### src/rtl/io_bus_arbiter_pkg.sv
// Shared types and constants for the two-master peripheral bus arbiter.
package io_bus_pkg;

    typedef enum logic [1:0] {
        IDLE   = 2'd0,
        ACCESS = 2'd1,
        RESP   = 2'd2
    } state_t;

    // Read data returned with every error acknowledge.
    localparam logic [7:0] ERR_DATA = 8'hFF;

    // Default cap on cycles spent waiting for a peripheral ready.
    localparam int DEF_TIMEOUT = 255;

endpackage

### src/rtl/io_bus_arbiter_if.sv
// Bundles both master request/ack channels and the shared peripheral bus.
interface io_bus_arbiter_if
    import io_bus_pkg::*;
#(
    parameter int NUM_DEV    = 4,
    parameter int SEL_W      = 2,
    parameter int DEV_ADDR_W = 4
);
    localparam int AW = SEL_W + DEV_ADDR_W;

    logic                  m0_req, m0_we, m0_ack, m0_err;
    logic [AW-1:0]         m0_addr;
    logic [7:0]            m0_wdata, m0_rdata;

    logic                  m1_req, m1_we, m1_ack, m1_err;
    logic [AW-1:0]         m1_addr;
    logic [7:0]            m1_wdata, m1_rdata;

    logic [NUM_DEV-1:0]    dev_read, dev_write;
    logic [DEV_ADDR_W-1:0] dev_addr;
    logic [7:0]            dev_wdata;
    logic [NUM_DEV-1:0]    dev_ready_r, dev_ready_w;
    logic [NUM_DEV*8-1:0]  dev_rdata;

    // Arbiter side.
    modport slave (
        input  m0_req, m0_we, m0_addr, m0_wdata,
        output m0_ack, m0_err, m0_rdata,
        input  m1_req, m1_we, m1_addr, m1_wdata,
        output m1_ack, m1_err, m1_rdata,
        output dev_read, dev_write, dev_addr, dev_wdata,
        input  dev_ready_r, dev_ready_w, dev_rdata
    );

    // Environment side: masters and peripherals.
    modport master (
        output m0_req, m0_we, m0_addr, m0_wdata,
        input  m0_ack, m0_err, m0_rdata,
        output m1_req, m1_we, m1_addr, m1_wdata,
        input  m1_ack, m1_err, m1_rdata,
        input  dev_read, dev_write, dev_addr, dev_wdata,
        output dev_ready_r, dev_ready_w, dev_rdata
    );

endinterface

### src/rtl/io_bus_arbiter_rr_arb2.sv
// Two-requester round-robin arbiter; purely combinational.
module rr_arb2
    import io_bus_pkg::*;
(
    input  logic [1:0] req,
    input  logic       update,
    input  logic       rr_last,
    output logic [1:0] gnt,
    output logic       gnt_idx
);

    // On a tie the requester that did not win last time is chosen.
    always_comb begin
        gnt_idx = (&req) ? ~rr_last : req[1];
        gnt     = '0;
        if (update && (|req))
            gnt[gnt_idx] = 1'b1;
    end

endmodule

### src/rtl/io_bus_arbiter.sv
// Sequences register accesses from two masters onto level-strobe peripherals.
module io_bus_arbiter
    import io_bus_pkg::*;
#(
    parameter int NUM_DEV    = 4,
    parameter int SEL_W      = 2,
    parameter int DEV_ADDR_W = 4,
    parameter int TIMEOUT    = DEF_TIMEOUT
)(
    input logic              clk,
    input logic              reset,
    io_bus_arbiter_if.slave  bus
);

    localparam int AW = SEL_W + DEV_ADDR_W;

    state_t                state_q, state_d;
    logic                  rr_last_q, rr_last_d;
    logic                  cur_q, cur_d;
    logic                  we_q, we_d;
    logic [SEL_W-1:0]      sel_q, sel_d;
    logic [7:0]            cnt_q, cnt_d;
    logic [NUM_DEV-1:0]    rd_q, rd_d, wr_q, wr_d;
    logic [DEV_ADDR_W-1:0] daddr_q, daddr_d;
    logic [7:0]            dwdata_q, dwdata_d;
    logic [1:0]            ack_q, ack_d, err_q, err_d;
    logic [1:0][7:0]       rdata_q, rdata_d;

    logic [1:0]            req, gnt;
    logic                  gnt_idx;
    logic                  g_we, g_bad, ready_hit;
    logic [AW-1:0]         g_addr;
    logic [7:0]            g_wdata, rd_mux;
    logic [SEL_W-1:0]      g_sel;
    logic [NUM_DEV-1:0]    g_oh, cur_oh;

    assign req = {bus.m1_req, bus.m0_req};

    rr_arb2 u_arb (
        .req     (req),
        .update  (state_q == IDLE),
        .rr_last (rr_last_q),
        .gnt     (gnt),
        .gnt_idx (gnt_idx)
    );

    assign g_we    = gnt_idx ? bus.m1_we    : bus.m0_we;
    assign g_addr  = gnt_idx ? bus.m1_addr  : bus.m0_addr;
    assign g_wdata = gnt_idx ? bus.m1_wdata : bus.m0_wdata;
    assign g_sel   = g_addr[AW-1 -: SEL_W];
    assign g_bad   = (32'(g_sel) >= NUM_DEV);

    // Device decode for the new grant and the access in flight, plus read-data mux.
    always_comb begin
        g_oh   = '0;
        cur_oh = '0;
        rd_mux = '0;
        for (int i = 0; i < NUM_DEV; i++) begin
            g_oh[i]   = (32'(g_sel) == i);
            cur_oh[i] = (32'(sel_q) == i);
            if (cur_oh[i])
                rd_mux = bus.dev_rdata[i*8 +: 8];
        end
    end

    // Only the selected device's ready in the access direction may complete it.
    assign ready_hit = |((we_q ? bus.dev_ready_w : bus.dev_ready_r) & cur_oh);

    // Next-state and next-output logic; every output is a register.
    always_comb begin
        state_d   = state_q;
        rr_last_d = rr_last_q;
        cur_d     = cur_q;
        we_d      = we_q;
        sel_d     = sel_q;
        cnt_d     = cnt_q;
        rd_d      = rd_q;
        wr_d      = wr_q;
        daddr_d   = daddr_q;
        dwdata_d  = dwdata_q;
        ack_d     = '0;
        err_d     = err_q;
        rdata_d   = rdata_q;
        case (state_q)
            IDLE: begin
                if (|gnt) begin
                    cur_d = gnt_idx;
                    we_d  = g_we;
                    sel_d = g_sel;
                    // The pointer moves only when both masters contend.
                    if (&req)
                        rr_last_d = gnt_idx;
                    if (g_bad) begin
                        state_d          = RESP;
                        ack_d[gnt_idx]   = 1'b1;
                        err_d[gnt_idx]   = 1'b1;
                        rdata_d[gnt_idx] = ERR_DATA;
                    end else begin
                        daddr_d  = g_addr[DEV_ADDR_W-1:0];
                        dwdata_d = g_wdata;
                        rd_d     = g_we ? '0 : g_oh;
                        wr_d     = g_we ? g_oh : '0;
                        cnt_d    = '0;
                        state_d  = ACCESS;
                    end
                end
            end
            ACCESS: begin
                cnt_d = cnt_q + 8'd1;
                // Ready takes priority over a timeout landing in the same cycle.
                if (ready_hit) begin
                    rd_d           = '0;
                    wr_d           = '0;
                    state_d        = RESP;
                    ack_d[cur_q]   = 1'b1;
                    err_d[cur_q]   = 1'b0;
                    rdata_d[cur_q] = we_q ? 8'h00 : rd_mux;
                end else if (cnt_d == 8'(TIMEOUT)) begin
                    rd_d           = '0;
                    wr_d           = '0;
                    state_d        = RESP;
                    ack_d[cur_q]   = 1'b1;
                    err_d[cur_q]   = 1'b1;
                    rdata_d[cur_q] = ERR_DATA;
                end
            end
            RESP:    state_d = IDLE;
            default: state_d = IDLE;
        endcase
    end

    // State and output registers; reset aborts any access without an ack.
    always_ff @(posedge clk) begin
        if (reset) begin
            state_q   <= IDLE;
            rr_last_q <= 1'b1;
            cur_q     <= 1'b0;
            we_q      <= 1'b0;
            sel_q     <= '0;
            cnt_q     <= '0;
            rd_q      <= '0;
            wr_q      <= '0;
            daddr_q   <= '0;
            dwdata_q  <= '0;
            ack_q     <= '0;
            err_q     <= '0;
            rdata_q   <= '0;
        end else begin
            state_q   <= state_d;
            rr_last_q <= rr_last_d;
            cur_q     <= cur_d;
            we_q      <= we_d;
            sel_q     <= sel_d;
            cnt_q     <= cnt_d;
            rd_q      <= rd_d;
            wr_q      <= wr_d;
            daddr_q   <= daddr_d;
            dwdata_q  <= dwdata_d;
            ack_q     <= ack_d;
            err_q     <= err_d;
            rdata_q   <= rdata_d;
        end
    end

    assign bus.m0_ack    = ack_q[0];
    assign bus.m0_err    = err_q[0];
    assign bus.m0_rdata  = rdata_q[0];
    assign bus.m1_ack    = ack_q[1];
    assign bus.m1_err    = err_q[1];
    assign bus.m1_rdata  = rdata_q[1];
    assign bus.dev_read  = rd_q;
    assign bus.dev_write = wr_q;
    assign bus.dev_addr  = daddr_q;
    assign bus.dev_wdata = dwdata_q;

endmodule

### src/flat_wrapper.sv
// flat-port wrapper written by rule: the top's interface ports become plain ports
module io_bus_arbiter_flat import io_bus_pkg::*;
#(
    parameter int NUM_DEV    = 4,
    parameter int SEL_W      = 2,
    parameter int DEV_ADDR_W = 4,
    parameter int TIMEOUT    = DEF_TIMEOUT
)
  (clk, reset, bus_m0_req, bus_m0_we, bus_m0_addr, bus_m0_wdata, bus_m0_ack, bus_m0_err, bus_m0_rdata, bus_m1_req, bus_m1_we, bus_m1_addr, bus_m1_wdata, bus_m1_ack, bus_m1_err, bus_m1_rdata, bus_dev_read, bus_dev_write, bus_dev_addr, bus_dev_wdata, bus_dev_ready_r, bus_dev_ready_w, bus_dev_rdata);
  io_bus_arbiter_if #(.NUM_DEV(NUM_DEV), .SEL_W(SEL_W), .DEV_ADDR_W(DEV_ADDR_W)) bus_i ();
  input logic clk;
  input logic reset;
  input wire logic [$bits(bus_i.m0_req)-1:0] bus_m0_req;
  input wire logic [$bits(bus_i.m0_we)-1:0] bus_m0_we;
  input wire logic [$bits(bus_i.m0_addr)-1:0] bus_m0_addr;
  input wire logic [$bits(bus_i.m0_wdata)-1:0] bus_m0_wdata;
  output wire logic [$bits(bus_i.m0_ack)-1:0] bus_m0_ack;
  output wire logic [$bits(bus_i.m0_err)-1:0] bus_m0_err;
  output wire logic [$bits(bus_i.m0_rdata)-1:0] bus_m0_rdata;
  input wire logic [$bits(bus_i.m1_req)-1:0] bus_m1_req;
  input wire logic [$bits(bus_i.m1_we)-1:0] bus_m1_we;
  input wire logic [$bits(bus_i.m1_addr)-1:0] bus_m1_addr;
  input wire logic [$bits(bus_i.m1_wdata)-1:0] bus_m1_wdata;
  output wire logic [$bits(bus_i.m1_ack)-1:0] bus_m1_ack;
  output wire logic [$bits(bus_i.m1_err)-1:0] bus_m1_err;
  output wire logic [$bits(bus_i.m1_rdata)-1:0] bus_m1_rdata;
  output wire logic [$bits(bus_i.dev_read)-1:0] bus_dev_read;
  output wire logic [$bits(bus_i.dev_write)-1:0] bus_dev_write;
  output wire logic [$bits(bus_i.dev_addr)-1:0] bus_dev_addr;
  output wire logic [$bits(bus_i.dev_wdata)-1:0] bus_dev_wdata;
  input wire logic [$bits(bus_i.dev_ready_r)-1:0] bus_dev_ready_r;
  input wire logic [$bits(bus_i.dev_ready_w)-1:0] bus_dev_ready_w;
  input wire logic [$bits(bus_i.dev_rdata)-1:0] bus_dev_rdata;
  assign bus_i.m0_req = bus_m0_req;
  assign bus_i.m0_we = bus_m0_we;
  assign bus_i.m0_addr = bus_m0_addr;
  assign bus_i.m0_wdata = bus_m0_wdata;
  assign bus_m0_ack = bus_i.m0_ack;
  assign bus_m0_err = bus_i.m0_err;
  assign bus_m0_rdata = bus_i.m0_rdata;
  assign bus_i.m1_req = bus_m1_req;
  assign bus_i.m1_we = bus_m1_we;
  assign bus_i.m1_addr = bus_m1_addr;
  assign bus_i.m1_wdata = bus_m1_wdata;
  assign bus_m1_ack = bus_i.m1_ack;
  assign bus_m1_err = bus_i.m1_err;
  assign bus_m1_rdata = bus_i.m1_rdata;
  assign bus_dev_read = bus_i.dev_read;
  assign bus_dev_write = bus_i.dev_write;
  assign bus_dev_addr = bus_i.dev_addr;
  assign bus_dev_wdata = bus_i.dev_wdata;
  assign bus_i.dev_ready_r = bus_dev_ready_r;
  assign bus_i.dev_ready_w = bus_dev_ready_w;
  assign bus_i.dev_rdata = bus_dev_rdata;
  io_bus_arbiter #(.NUM_DEV(NUM_DEV), .SEL_W(SEL_W), .DEV_ADDR_W(DEV_ADDR_W), .TIMEOUT(TIMEOUT)) u_core (.clk(clk), .reset(reset), .bus(bus_i));
endmodule
### config.mk
export PLATFORM = sky130hd
export DESIGN_NAME = io_bus_arbiter_flat
export DESIGN_NICKNAME = d
export VERILOG_FILES = /design/src/rtl/io_bus_arbiter_pkg.sv /design/src/rtl/io_bus_arbiter_if.sv /design/src/rtl/io_bus_arbiter_rr_arb2.sv /design/src/rtl/io_bus_arbiter.sv /design/src/flat_wrapper.sv
export SDC_FILE = /design/constraint.sdc
export NUM_CORES = 1
export LEC_CHECK = 0
export CORE_MARGIN = 5
export CORE_UTILIZATION = 35
export DETAILED_ROUTE_END_ITERATION = 7
export MAX_ROUTING_LAYER = met4
export PLACE_DENSITY_LB_ADDON = 0.15
export SYNTH_ARGS = -nofsm -noshare
export SYNTH_HDL_FRONTEND = slang
export SYNTH_SLANG_ARGS = --single-unit
### constraint.sdc
create_clock -name clk -period 2.05 [get_ports clk]
set_input_delay 0.41 -clock clk [delete_from_list [all_inputs] [get_ports clk]]
set_output_delay 0.41 -clock clk [all_outputs]
set_load 0.005 [all_outputs]
==> flow_summary_export.csv <==
group,metric,value,unit
flow_run,maxCapViolations,0,
synthesis,syn_area,2670,um^2
synthesis,async_flop_share,0,%
placement,dp_hpwl,5990,um
critical_path,worst-path-max-fanout,8,
pwr,leakagePower,1.58,nW
pwr,power,3.11,mW
grt,grt_first_pass_wirelength,12300,um
floorplan,start_util,36.4,%
pwr,p_comb_share,34.9,%
critical_path,critPathCaptureType,"flop",
routing,drt-pass1-iter-count,4,
placement,gp_congestion,0.771,
grt,grt-ovfl-total,0,
critical_path,slowest_stage,"dfxtp_4",
clocking,h-tree-depth,2,
synthesis,syn_avg_cell_area,9.49,um^2
clocking,worst_skew_pair.late_latency,310,ps
critical_path,start_kind,"flop",
clocking,clockBufferDepth,2,
synthesis,synth_top_area_cell,"dfxtp_1",
synthesis,synth_edf_count,0,
placement,portBuffers,113,
synthesis,synth.top_cell.area_share,41.3,%
synthesis,synth_cells,281,
clocking,root_buffer,"clkbuf_8",
finish,drive_above_1_share,21.0,%
timing,setup_violations,0,
clocking,cts_tree,"done",
floorplan,dieArea,9460,um^2
synthesis,syn_nets,357,
clocking,clock_sinks,55,
grt,grtUsageTotal,16.1,%
floorplan,die-width,97.3,um
grt,grt_max_degree,32,
critical_path,critical_path_class,"flop to flop",
pwr,seqPwrFrac,40.9,%
pwr,vdd_drop_max,0.358,mV
routing,vias,2558,
outcome,status,"complete, no violations",
pwr,power_density,713,nW/um^2
floorplan,die_h,97.3,um
routing,drc,0,
pwr,clkPwrFrac,24.2,%
clocking,cts_buffers,5,
routing,wl_per_cell,15.3,um
timing,grt_setup_unrepaired,"true",
worst_hold_path,worst_hold_path_type,"input pin to flop",
timing,slew_violations,0,
routing,ant_nets,0,
synthesis,ys.flop_type,"dfxtp_1",
clocking,path_clk_slew,110,ps
synthesis,seq_area_frac_synth,41.3,%
routing,routed_wirelength,7840,um
timing,fin_ws,27.7,ps
timing,skew,8.78,ps
floorplan,fp.coreArea,7330,um^2
critical_path,cp.arrival,2250,ps
finish,area_growth_syn_to_layout,63.6,%
timing,fin_crit_sh,98.6,%
synthesis,yosys_warnings,0,
finish,postLayoutCoreUtil,59.5,%
timing,max_slew_margin,65.2,%
grt,grt_pass1_vias,2518,
synthesis,ys_ff_latch,55,
timing,fin_crit,2020,ps
critical_path,cp.required,2280,ps
pwr,p_switching,0.950,mW
floorplan,rows,31,
timing,hold_viol,0,
timing,setup-tns-final,0,ps
clocking,hold_buffers,0,
pwr,internal_power,2.16,mW
floorplan,ios,114,
placement,pre_cts_ws,-463,ps
pwr,switching_share,30.5,%
critical_path,crit_chain,"ha_4, nand3_4, or3_4, a2111oi_4, buf_6, buf_6, nand3_4, a221oi_1",
finish,antenna_cells,0,
synthesis,synthTopCellsByArea,"dfxtp_1, mux4_2, nor2_1, mux2i_1, a221oi_1",
synthesis,ys_types,44,
critical_path,critPathMaxStageDelay,370,ps
finish,final_net_count,489,
grt,grt_antenna_before_repair,0,
timing,fmax,0.494,GHz
routing,post_drt_via_cell_ratio,4.99,
timing,worstMarginPinSlew,518,ps
routing,drt-initial-drc-count,58,
==> worst max-delay path, delay by kind of cell, from the launching register on <==
kind                       cells  cell delay [ps]
AOI/OAI and AO/OA              2              590
adders and majority gates      1              140
buffers and inverters          2              270
DFF                            1              370
and+or+nand+nor                3              560
==> area by class of cell <==
type                            count  area, um^2
Inverter                           11        41.3
Sequential cell                    55        1110
Timing Repair Buffer              144        1380
Tap cell                           99         124
Fill cell                         633        2970
Clock inverter                      3        46.3
Multi-Input combinational cell    196        1590
Clock buffer                        5        68.8
==> state kept, by name, summed over array words and instances, names as in the netlist, named ones only <==
signal,count
u_core.bus.m0_rdata,8
u_core.ack_q,2
u_core.bus.dev_read,4
u_core.rr_last_q,1
u_core.we_q,1
u_core.sel_q,2
u_core.state_q,2
u_core.bus.m1_rdata,8
u_core.bus.dev_addr,4
u_core.cur_q,1
u_core.cnt_q,8
u_core.bus.dev_wdata,8
u_core.bus.dev_write,4
==> layout by cell type (no fill, tap or decap), types with 6 or more instances in the layout <==
| cell type | instances |
|---|---|
| inv_1 | 11 |
| mux2i_1 | 15 |
| clkdlybuf4s50_1 | 104 |
| a21oi_1 | 9 |
| o221ai_2 | 8 |
| nor2_1 | 46 |
| mux4_2 | 10 |
| dlygate4sd2_1 | 6 |
| buf_4 | 28 |
| a221oi_2 | 7 |
| a221oi_1 | 9 |
| nand2_1 | 18 |
| dfxtp_1 | 52 |
| a211oi_1 | 16 |
| nand2b_1 | 11 |
==> per-stage QoR <==
stage	instance area (um^2)	cells	hold slack (ps)
5_1_grt	4360	513	482
2_1_floorplan	2700	281	446
3_5_place_dp	4060	501	455
6_report	4360	513	455
3_3_place_gp	4060	501	451
4_1_cts	4200	510	441
==> path summary, 6_finish.rpt <==
check,slack [ps],cells past startpoint,end,from
setup / recovery,30,8,u_core.bus.m0_rdata[0],u_core.cnt_q[0]
hold / removal,460,2,u_core.cnt_q[0],reset
setup reg to reg,30,8,u_core.bus.m0_rdata[0],u_core.cnt_q[0]
hold reg to reg,480,2,flop,flop
==> metal layers <==
metal | vias up | track usage [%] | wire length (um)
li1 | 1296 | - | -
met1 | 1175 | 20.5 | 3610
met2 | 77 | 26.1 | 3790
met3 | 10 | 3.23 | 361
met4 | 0 | 4.15 | 85
met5 | - | - | 0
==> Yosys cell counts (3+ instances only) <==
| cell type | number |
|---|---|
| nand3_1 | 4 |
| buf_2 | 4 |
| dfxtp_1 | 55 |
| nor3_1 | 4 |
| nand2_1 | 18 |
| clkbuf_1 | 11 |
| a221oi_1 | 16 |
| a21oi_1 | 9 |
| nand2b_1 | 11 |
| a211oi_1 | 17 |
| o21ai_0 | 6 |
| inv_1 | 11 |
| nor2_1 | 46 |
| o221ai_1 | 8 |
| mux2i_1 | 15 |
| mux4_2 | 10 |
| buf_1 | 3 |
==> cell families after synthesis <==
kind of cell,after synthesis,share of synthesized area [%]
flip-flops,55,41.3
buffers and inverters,31,4.97
XOR/XNOR,4,1.31
AND/OR/NAND/NOR,99,18.3
adder cells (fa/ha/maj),2,0.938
AO/OA/AOI/OAI,64,18.6
multiplexers,26,14.5
==> power groups by stage <==
stage / logic (mW) / registers, mW / clock network, mW
after floorplan: 0.533 / 1.29 / 0
after global placement: 1.03 / 1.29 / 0
after detailed placement: 1.03 / 1.30 / 0
after CTS: 1.04 / 1.27 / 0.771
after global routing: 1.19 / 1.29 / 0.807
final: 1.08 / 1.27 / 0.754
==> timing repair <==
| action | 4_1_cts | 5_1_grt |
|---|---|---|
| pin swaps | 5 | 10 |
| setup endpoints to repair | 17 | 27 |
| gates cloned | 0 | 1 |
| setup buffers | 1 | 2 |
| gates resized for setup | 10 | 24 |
| endpoints found under the hold margin | 0 | 0 |
Power figures use the tool's default switching activity.
==> RTL change 1: new RTL, config.mk and constraints unchanged <==
Put a register stage on the output `bus.m1_err`. The value now appears one clock later.
--- a/src/rtl/io_bus_arbiter.sv
+++ b/src/rtl/io_bus_arbiter.sv
@@ -168,3 +168,5 @@
     assign bus.m1_ack    = ack_q[1];
-    assign bus.m1_err    = err_q[1];
+    always_ff @(posedge clk) begin
+        bus.m1_err <= err_q[1];
+    end
     assign bus.m1_rdata  = rdata_q[1];
Function: no difference found for any inputs over 4 cycles, from zero or initial values and one cycle with reset high; that may be too few to reach the edited logic, so the function may still have changed.
==> RTL change 1 against the unedited design <==
The run now ends with negative setup slack left; worst setup slack got worse by 0.050 ns; final area increased by 0.89%; power decreased by 3.2%; synthesized area increased by 0.75%; critical path depth decreased by 1; wire length decreased by 1.5%; count of clock-buffer cells in the layout unchanged; sequential cell count increased by 1; synthesized cell count increased by 0.36%; critical path type unchanged; largest power group unchanged; highest routed layer unchanged.
==> RTL change 1: results (changes against the unedited design) <==
[synthesis]
synthTopCellsByArea=dfxtp_1, mux4_2, nor2_1
synthCells=282  ; +0.36%
synthTopCellsByCount=dfxtp_1, nor2_1, nand2_1
synthesis.nets=358  ; +0.28%
synth-xor-area-share_pct=1.30  ; -0.0098 points
yosysSeqAreaShare_pct=41.7  ; +0.44 points
synthAdderAreaFrac_pct=0.932  ; -0.0070 points
synth_compound_area_share_pct=18.5  ; -0.14 points

[worst_setup_path]
crit_path_start=u_core.cnt_q[1]
crit_fanout=5  ; -3
r2r-end=u_core.bus.m1_rdata[6]
r2r_cells=7  ; -1

[min_path]
hold_end=u_core.bus.m1_err
worstHoldPathCells=0  ; -2
hold_class=register to register

[placement]
gp_congestion=0.840  ; +9.0%
dp_cells=511  ; +2.0%
place_area_um2=4130  ; +1.7%

[sta]
skew_ns=0.0143  ; +0.00554 ns
setup_viol=2  ; +2
tns_ns=-0.0365  ; -0.0365 ns
setup_ws_ns=-0.0220  ; -0.0498 ns

[grt]
grtUsageMet3_pct=3.66  ; +0.43 points
grt_pass1_wl_um=12100  ; -1.7%
grt_max_degree=28  ; -13%
grt.total_usage_pct=15.8  ; -0.23 points
use_met1_pct=19.3  ; -1.2 points
grt_util_met2_pct=27.2  ; +1.1 points

[routing]
drt_iter0_drc=50  ; -14%
vias=2579  ; +0.82%
wl_um=7730  ; -1.5%

[pwr]
p_leak_nw=1.56  ; -1.1%
ir_drop_mv=0.314  ; -12%

[layout]
fin_nets=494  ; +1.0%
fillers=698  ; +10%

[run_status]
violations=negative setup slack
outcome=complete, but fails checks

## RTL change 1: changes by cell type in the layout (fill, tap and decap cells not counted), sizes merged
cell	change
buf	+4
bufinv	-1
clkdlybuf4s50	+8
clkinv	+2
clkinvlp	-1
dfxtp	+1
dlygate4sd2	-6
dlymetal6s2s	-2
## RTL change 1: per-layer routing
layer | share of wire (%) | wire length [µm] | vias up
met5 | 0 | 0 | -
met4 | 0.63 | 49 | 0
met3 | 4.6 | 354 | 5
met2 | 50 | 3900 | 69
met1 | 44 | 3430 | 1202
li1 | - | - | 1303
## RTL change 1: worst max-delay path by stage
stage	end	slack [ns]
global placement	u_core.bus.dev_read[2]	-0.33
CTS	u_core.bus.m0_rdata[7]	-0.03
finish	u_core.bus.m1_rdata[6]	-0.02
global route	u_core.bus.m1_rdata[6]	-0.11
detailed placement	u_core.bus.dev_write[0]	-0.43
floorplan	u_core.bus.m0_rdata[0]	0.008
## RTL change 1: cell type report
cell class	instances	area, µm²	share of cell area [%]
clock inverters	3	17.5	0.398
well taps	102	128	2.90
multi-input cells	196	1620	36.7
clock buffers	5	68.8	1.56
inverters	11	41.3	0.938
flip-flops and latches	56	1130	25.7
repair buffers	148	1400	31.8
## RTL change 1: kinds of logic (layout without fill, tap and decap cells)
group                    count (synthesis)  in the layout
AO/OA/AOI/OAI                           64             64
XOR/XNOR                                 4              4
adder cells (fa/ha/maj)                  2              2
buffers and inverters                   31            167
flip-flops                              56             56
multiplexers                            26             26
AND/OR/NAND/NOR                         99            100
## RTL change 1: power breakdown
part,internal [mW],switching [mW]
registers,1.21,0.0756
clock network,0.240,0.367
logic,0.620,0.502
total,2.07,0.945
## RTL change 1: what timing repair did
action                                  4_1_cts  5_1_grt
hold buffers                                  0        0
pin swaps                                     2        3
buffers inserted                              2        1
endpoints found under the setup margin       17       27
gates cloned                                  1        0
gates resized for setup                       5       22
==> RTL change 2: new RTL, same flow settings <==
Without the edit above. `NUM_DEV` is set to 4 in 3 places; all go to 5.
--- a/src/rtl/io_bus_arbiter_if.sv
+++ b/src/rtl/io_bus_arbiter_if.sv
@@ -4,3 +4,3 @@
 #(
-    parameter int NUM_DEV    = 4,
+    parameter int NUM_DEV    = 5,
     parameter int SEL_W      = 2,
--- a/src/rtl/io_bus_arbiter.sv
+++ b/src/rtl/io_bus_arbiter.sv
@@ -4,3 +4,3 @@
 #(
-    parameter int NUM_DEV    = 4,
+    parameter int NUM_DEV    = 5,
     parameter int SEL_W      = 2,
--- a/src/flat_wrapper.sv
+++ b/src/flat_wrapper.sv
@@ -3,3 +3,3 @@
 #(
-    parameter int NUM_DEV    = 4,
+    parameter int NUM_DEV    = 5,
     parameter int SEL_W      = 2,
Interface: changed (5 resized); port bits go from 114 to 126. The function was not compared with the original's and may differ.
==> RTL change 2 against the unedited design <==
Wire length down 4.4%; synthesized area grew 2.9%; power fell by 11%; final area down 1.3%; sequential cell count did not move; worst setup slack got worse by 0.0081 ns; worst hold slack better by 0.017 ns.
==> RTL change 2: results (changes against the unedited design) <==
[run_status]
outcome=finished, final reports clean

[synthesis]
avgSynthCellArea_um2=9.06  ; -4.6%
yosysUniqueCellTypes=42  ; -4.5%
synthTopCellsByCount=dfxtp_1, nor2_1, nor3_1
synthTopCellsByArea=dfxtp_1, mux4_2, nor2_1
yosysSeqAreaShare_pct=40.1  ; -1.2 points

[placement]
place_area_um2=4130  ; +1.6%
dp_cells=521  ; +4.0%
gp_congestion=0.775  ; +0.51%
pre_cts_ws_ns=-0.134  ; +0.329 ns
dp_hpwl_um=5900  ; -1.6%

[layout]
utilization_pct=56.0  ; -3.5 points
final_cells=531  ; +3.5%
fin_nets=514  ; +5.1%
layout-drive-gt1-share_pct=16.1  ; -4.9 points

[routing]
dr_wl_met2_um=3650  ; -3.7%
vias=2619  ; +2.4%
met1Wirelength_um=3240  ; -10%
wl_met3_um=444  ; +23%
wl_um=7500  ; -4.4%
drt_iter0_drc=67  ; +16%

[grt]
grt_max_degree=39  ; +22%
use_met1_pct=19.0  ; -1.5 points
grt_pass1_wl_um=12200  ; -1.2%
grt_pass1_vias=2521  ; +0.12%
grt.total_usage_pct=15.7  ; -0.33 points
antenna_found_initial=0  ; unchanged
grtUsageMet3_pct=4.25  ; +1.0 points
grt_util_met2_pct=25.5  ; -0.58 points

[sta]
skew_ns=0.00585  ; -0.00293 ns

[min_path]
hold_class=register to register

[cts]
clock_latency_ns=0.30

[pwr]
ir_drop_mv=0.317  ; -11%

## RTL change 2: worst max-delay path, cell delays in order (launching register included)
cell and delay [ns]:
dfxtp_2 0.37, ha_4 0.14, nand3_2 0.07, or3_4 0.34, a2111o_4 0.58, a31oi_4 0.23, buf_12 0.15, o21ai_1 0.06
## RTL change 2: layout make-up
class / count / area [µm²]
fillers: 730 / 3380
multi-input cells: 227 / 1620
repair buffers: 137 / 1360
flip-flops and latches: 55 / 1100
well taps: 102 / 128
clock buffers: 5 / 68.8
clock inverters: 3 / 20.0
inverters: 2 / 7.51
## RTL change 2: worst paths after layout
kind,cells after the start,endpoint,from,slack [ns]
setup reg to reg,7,u_core.bus.dev_read[3],u_core.cnt_q[0],0.02
hold reg to reg,1,u_core.bus.m1_rdata[3],u_core.bus.m1_rdata[3],0.47
hold / removal,1,u_core.bus.m1_rdata[3],u_core.bus.m1_rdata[3],0.47
setup / recovery,7,u_core.bus.dev_read[3],u_core.cnt_q[0],0.02
## RTL change 2: where the power goes
group	internal [mW]	switching (mW)
Clock	0.239	0.365
Combinational	0.530	0.403
Sequential	1.16	0.0579
Total	1.93	0.826
## RTL change 2: what timing repair did
action	4_1_cts	5_1_grt
setup buffers	0	2
pin swaps	1	13
gates resized for setup	4	17
endpoints found under the setup margin	23	25
endpoints found under the hold margin	0	0
## RTL change 2: cell families (layout without fill, tap and decap cells)
kind of cell	count (synthesis)	after routing	synth area share (%)
AND/OR/NAND/NOR	124	124	22.4
AO/OA/AOI/OAI	70	70	18.0
flip-flops	55	55	40.1
multiplexers	26	26	14.0
buffers and inverters	22	147	3.42
XOR/XNOR	3	3	0.958
adder cells (fa/ha/maj)	2	2	0.912
other	1	2	0.137
